<file path="config.mk">
export PLATFORM = sky130hd
export DESIGN_NAME = step_pattern_keypad
export DESIGN_NICKNAME = d
export VERILOG_FILES = /design/src/rtl/step_pattern_keypad.sv
export SDC_FILE = /design/constraint.sdc
export NUM_CORES = 1
export LEC_CHECK = 0
export BUFFER_PORTS_ARGS = -buffer_cell sky130_fd_sc_hd__buf_2
export CAP_MARGIN = 25
export CORE_MARGIN = 2
export CORE_UTILIZATION = 62
export DETAILED_ROUTE_END_ITERATION = 10
export GPL_TIMING_DRIVEN = 0
export PLACE_DENSITY_LB_ADDON = 0.08
export SKIP_CTS_REPAIR_TIMING = 1
export SLEW_MARGIN = 20
export SYNTH_ARGS = -nofsm -noshare
export SYNTH_HDL_FRONTEND = slang
export SYNTH_SLANG_ARGS = --single-unit
</file>
<file path="constraint.sdc">
create_clock -name clk -period 9.4 [get_ports clk]
set_clock_uncertainty 0.05 [all_clocks]
set_input_delay 1.41 -clock clk [delete_from_list [all_inputs] [get_ports clk]]
set_output_delay 1.41 -clock clk [all_outputs]
set_load 0.02 [all_outputs]
</file>
<file path="src/rtl/step_pattern_keypad.sv">
`default_nettype none
// ============================================================================
// Module   : step_pattern_keypad
// Purpose  : Debounces NSTEPS step pushbuttons and toggles one pattern bit per
//            debounced press. The pattern drives the sequencer's kbd_in.
//            picoVersat can overwrite the pattern (wr_en/wr_data). It collects
//            accumulated press events through a valid/ack handshake
//            (evt_valid/evt_mask/rd_ack).
// Ports    : clk, rst (async, active-high)
//            btn_in[NSTEPS]  raw buttons, 1 = pressed
//            wr_en, wr_data  pattern overwrite strobe/value
//            rd_ack          event consumed strobe
//            pattern_out     current step pattern
//            evt_valid       unacknowledged press pending
//            evt_mask        OR of steps pressed since last ack
//            clr_btn/evt_clr only when SEQ_CLEAR_BTN_EN is defined
// Options  : SEQ_CLEAR_BTN_EN - adds a debounced clear button that zeroes the
//            pattern and raises evt_clr
// Revision : 1.0 - initial release
// ============================================================================
module step_pattern_keypad #(
  parameter int NSTEPS     = 8,
  parameter int DEB_CYCLES = 1000000,
  parameter int CNT_W      = 20
) (
  input  logic              clk,
  input  logic              rst,
  input  logic [NSTEPS-1:0] btn_in,
  input  logic              wr_en,
  input  logic [NSTEPS-1:0] wr_data,
  input  logic              rd_ack,
`ifdef SEQ_CLEAR_BTN_EN
  input  logic              clr_btn,
  output logic              evt_clr,
`endif
  output logic [NSTEPS-1:0] pattern_out,
  output logic              evt_valid,
  output logic [NSTEPS-1:0] evt_mask
);

  // The clear button, when present, rides as the top bit through the same
  // synchronizer/debounce path as the step buttons.
`ifdef SEQ_CLEAR_BTN_EN
  localparam int c_nb = NSTEPS + 1;
`else
  localparam int c_nb = NSTEPS;
`endif
  localparam logic [CNT_W-1:0] c_cnt_max = CNT_W'(DEB_CYCLES - 1);

  logic [c_nb-1:0] w_raw;
  logic [c_nb-1:0] r_sync1;
  logic [c_nb-1:0] r_sync2;
  logic [c_nb-1:0] w_press;

`ifdef SEQ_CLEAR_BTN_EN
  assign w_raw = {clr_btn, btn_in};
`else
  assign w_raw = btn_in;
`endif

  // Two-flop synchronizer for every raw button.
  always_ff @(posedge clk or posedge rst) begin
    if (rst) begin
      r_sync1 <= '0;
      r_sync2 <= '0;
    end else begin
      r_sync1 <= w_raw;
      r_sync2 <= r_sync1;
    end
  end

  // Per-bit debounce. The counter runs only while the synchronized level
  // disagrees with the accepted level. Any agreement (a bounce) restarts it.
  for (genvar i = 0; i < c_nb; i++) begin : g_deb
    logic             r_stable;
    logic [CNT_W-1:0] r_cnt;

    always_ff @(posedge clk or posedge rst) begin
      if (rst) begin
        r_stable <= 1'b0;
        r_cnt    <= '0;
      end else if (r_sync2[i] == r_stable) begin
        r_cnt <= '0;
      end else if (r_cnt == c_cnt_max) begin
        r_stable <= r_sync2[i];
        r_cnt    <= '0;
      end else begin
        r_cnt <= r_cnt + 1'b1;
      end
    end

    // Press pulse coincides with the edge at which stable rises.
    assign w_press[i] = r_sync2[i] && !r_stable && (r_cnt == c_cnt_max);
  end

  // Effective events after priority resolution: a write discards everything
  // in its cycle, and a clear press discards simultaneous step presses.
  logic              w_clr_press;
  logic [NSTEPS-1:0] w_step_press;
  logic              w_any;

`ifdef SEQ_CLEAR_BTN_EN
  assign w_clr_press  = w_press[NSTEPS] && !wr_en;
  assign w_step_press = (wr_en || w_press[NSTEPS]) ? '0 : w_press[NSTEPS-1:0];
`else
  assign w_clr_press  = 1'b0;
  assign w_step_press = wr_en ? '0 : w_press;
`endif
  assign w_any = (|w_step_press) || w_clr_press;

  always_ff @(posedge clk or posedge rst) begin
    if (rst)
      pattern_out <= '0;
    else if (wr_en)
      pattern_out <= wr_data;
    else if (w_clr_press)
      pattern_out <= '0;
    else
      pattern_out <= pattern_out ^ w_step_press;
  end

  // Event handshake FSM
  typedef enum logic [0:0] {
    IDLE = 1'b0,
    PEND = 1'b1
  } state_t;

  state_t            r_state;
  state_t            w_state_nxt;
  logic [NSTEPS-1:0] w_mask_nxt;

  always_ff @(posedge clk or posedge rst) begin
    if (rst) begin
      r_state  <= IDLE;
      evt_mask <= '0;
    end else begin
      r_state  <= w_state_nxt;
      evt_mask <= w_mask_nxt;
    end
  end

  always_comb begin
    w_state_nxt = r_state;
    w_mask_nxt  = evt_mask;
    case (r_state)
      IDLE: begin
        w_mask_nxt = w_step_press;
        if (w_any) w_state_nxt = PEND;
      end
      PEND: begin
        if (rd_ack) begin
          // Presses arriving with the ack start the next event, never lost.
          w_mask_nxt = w_step_press;
          if (!w_any) w_state_nxt = IDLE;
        end else begin
          w_mask_nxt = evt_mask | w_step_press;
        end
      end
      default: w_state_nxt = IDLE;
    endcase
  end

  assign evt_valid = (r_state == PEND);

`ifdef SEQ_CLEAR_BTN_EN
  always_ff @(posedge clk or posedge rst) begin
    if (rst)
      evt_clr <= 1'b0;
    else if (r_state == PEND && !rd_ack)
      evt_clr <= evt_clr | w_clr_press;
    else
      evt_clr <= w_clr_press;
  end
`endif

endmodule
`default_nettype wire

</file>
==> run_results.csv <==
group,metric,value,unit
drt,ant_nets,0,
drt,first_pass_iters,4,
floorplan,coreArea,15030,µm²
critical_path,worstPathRequired,9710,ps
floorplan,dieWidth,127.4,µm
clocking,cts_sinks,201,
placement,place_hpwl,11770,µm
floorplan,start_util,62.79,%
placement,globalplace.congestion,0.8076,
sta,setup_tns,0,ps
power,swShare,21.74,%
critical_path,rrSetupSlack,6670,ps
sta,setup_violations,0,
hold_path,hold_start,"r_sync1[3]",
sta,fmax,0.3663,GHz
placement,dpl-instance-area,9917,µm²
synthesis,seq_area_frac_synth,53.29,%
power,peakVddDrop,150.0,µV
sta,whs,296.8,ps
final_layout,final_common_cell,"dfrtp_1",
final_layout,layout.nets,1043,
drt,remaining_drc_errors,0,
floorplan,die-height,127.4,µm
final_layout,fin_area,10670,µm²
hold_path,min_to,"r_sync2[3]",
global_route,met2_usage,35.99,%
global_route,grt.busiest_layer,"met2",
global_route,grt_pass1_wl,30670,µm
synthesis,yosysWarnings,0,
global_route,grt_use_met1,33.69,%
drt,wl_per_cell,14.38,µm
sta,report.final.slew_viol_count,0,
critical_path,worstPathMaxFanout,10,
critical_path,r2r_cells,8,
final_layout,drive_above_1_share,9.482,%
sta,grt_setup_unrepaired,"false",
critical_path,critPathBufInv,2,
floorplan,boundaryPins,37,
synthesis,syn_area_per_cell,9.988,µm²
critical_path,r2r-end,"g_deb[4].r_cnt[11]",
power,p_seq_share,48.3,%
global_route,grt_util_met3,3.099,%
critical_path,critPathCaptureType,"register",
synthesis,ys_ff_latch,201,
clocking,htreeDepth,1,
final_layout,final_cell_mix,"dfrtp_1 (201), nor2_1 (175), xnor2_1 (78)",
critical_path,cp_common_cell,"clkbuf_1",
clocking,root_buffer,"clkbuf_16",
global_route,grt_pass1_vias,6545,
floorplan,die_area,16230,µm²
final_layout,syn_to_final_growth,13.07,%
sta,min_period_over_period,29.05,%
synthesis,syn_inst,945,
drt,vias,6674,
critical_path,cpPeakStageDelay,630,ps
drt,viasPerCell,5.511,
global_route,grt_usage,22.88,%
final_layout,nFillCells,1149,
clocking,clk_pin_slew,60,ps
flow_run,drv_cap,0,
status,run_status,"complete, no violations",
critical_path,cpMaxStageDelayCell,"nor4_1",
placement,port_buffers,36,
clocking,clockBufferDepth,3,
synthesis,synth_area,9439,µm²
synthesis,synth_cell_types,48,
power,power_leakage,4.586,nW
global_route,grt_start_max_net_pins,105,
clocking,cts_made_buffers,22,
power,pwr-share-comb,3.9,%
final_layout,antennaDiodeCount,0,
synthesis,syn_nets,981,
placement,pre_cts_slack,6653,ps
sta,tightest_slew,988.7,ps
sta,hold_violations,0,
clocking,clk-insertion-delay-late,500,ps
critical_path,critPathTopFamily,"simple AND/OR/NAND/NOR gates",
power,powerDensity,172.9,nW/µm²
critical_path,worst_ep_arrival_time,3040,ps
clocking,tritoncts,"built",
hold_path,hold_class,"reg -> reg",
global_route,antenna_found_initial,0,
synthesis,async_flop_share,100.0,%
power,p_total,1.846,mW
drt,wl,17420,µm
power,internal_power,1.444,mW
drt,drtIter0Drc,415,
synthesis,synth_edf_count,0,
sta,relSlewSlack,33.16,%
critical_path,cp_cell_sequence,"ha_1 -> nand3_1 -> nor4_1 -> nand2_1 -> nand2b_1 -> clkbuf_1 -> clkbuf_1 -> nor2_1",
synthesis,ys.flop_type,"dfrtp_1",
power,p_switching,401.3,µW
critical_path,timing.rr.start,"g_deb[4].r_cnt[0]",
hold_path,min_path_cells,0,
sta,fin_crit,2730,ps
critical_path,startpoint_type,"register",
critical_path,worstSetupPathType,"reg -> reg",
sta,setup_ws,6670,ps
power,clock_power_share,47.8,%
floorplan,fp-row-count,45,
global_route,grt_remaining_overflow,0,
## per-stage QoR
stage | util [%] | std cells
3_5_place_dp | 65.97 | 1171
6_report | 70.99 | 1211
5_1_grt | 70.99 | 1211
3_3_place_gp | 65.55 | 1169
2_1_floorplan | - | 945
4_1_cts | 70.99 | 1211
## synth_stat cells, types with 17 or more instances
| master | number | share of area [%] |
|---|---|---|
| o21ai_0 | 21 | 1.1 |
| nand4_1 | 28 | 1.9 |
| xnor2_1 | 78 | 7.2 |
| nand2_1 | 70 | 2.8 |
| xor2_1 | 64 | 5.9 |
| inv_1 | 37 | 1.5 |
| and4_1 | 17 | 1.6 |
| nor2_1 | 175 | 7.0 |
| nand3_1 | 61 | 3.2 |
| nor4_1 | 18 | 1.2 |
| and3_1 | 20 | 1.3 |
| nor3_1 | 35 | 1.9 |
| dfrtp_1 | 201 | 53 |
## registers in the layout, summed over array words and instances, names as in the netlist
register / flops
r_sync2: 8
evt_mask: 8
r_sync1: 8
g_deb.r_cnt: 160
pattern_out: 8
g_deb.r_stable: 8
evt_valid: 1
## power groups by stage
stage / Combinational, mW / Clock (mW) / Sequential, mW
after floorplan: 0.0448 / 0 / 0.909
after global placement: 0.0693 / 0 / 0.907
after detailed placement: 0.0737 / 0 / 0.908
after CTS: 0.0740 / 0.898 / 0.892
after global routing: 0.0832 / 0.933 / 0.894
final: 0.0715 / 0.882 / 0.892
## worst max path at each step
| stage | depth (start not counted) | endpoint | slack (ps) | start |
|---|---|---|---|---|
| 6_report | 8 | g_deb[4].r_cnt[11] | 6670 | g_deb[4].r_cnt[0] |
| 4_1_cts | 8 | g_deb[4].r_cnt[11] | 6610 | g_deb[4].r_cnt[0] |
| 2_1_floorplan | 1 | evt_mask[0] | 2460 | rst |
| 3_5_place_dp | 8 | g_deb[4].r_cnt[11] | 6650 | g_deb[4].r_cnt[0] |
| 3_3_place_gp | 2 | g_deb[4].r_cnt[8] | 330 | rst |
| 5_1_grt | 8 | g_deb[4].r_cnt[11] | 6340 | g_deb[4].r_cnt[0] |
## per-layer routing
metal	wire [µm]	up-vias	share of wire, %
met5	0	-	0
met4	370	0	2.1
met3	547	28	3.1
met2	8077	87	46
met1	8421	3228	48
li1	-	3331	-
## area by class of cell
cell class | instances | area [µm²] | area share (%)
tap | 188 | 235.2 | 2.204
multi-input combinational | 687 | 4174 | 39.11
clock inverter | 9 | 100.1 | 0.9379
clock buffer | 31 | 655.6 | 6.143
sequential | 201 | 5030 | 47.13
timing repair buffer | 38 | 235.2 | 2.204
buffer | 20 | 96.34 | 0.9027
inverter | 37 | 146.4 | 1.372
## cell families (layout without fill, tap and decap cells)
logic type                 Yosys count  in the layout  synth area share, %
AOI/OAI and AO/OA                   44             44                2.863
xor gates and xnor gates           142            142                13.18
adders and majority gates           16             16                2.121
buffers and inverters               57            135                2.492
DFF                                201            201                53.29
muxes                                7              7               0.8351
and+or+nand+nor                    478            478                25.23
Power figures use the tool's default switching activity.
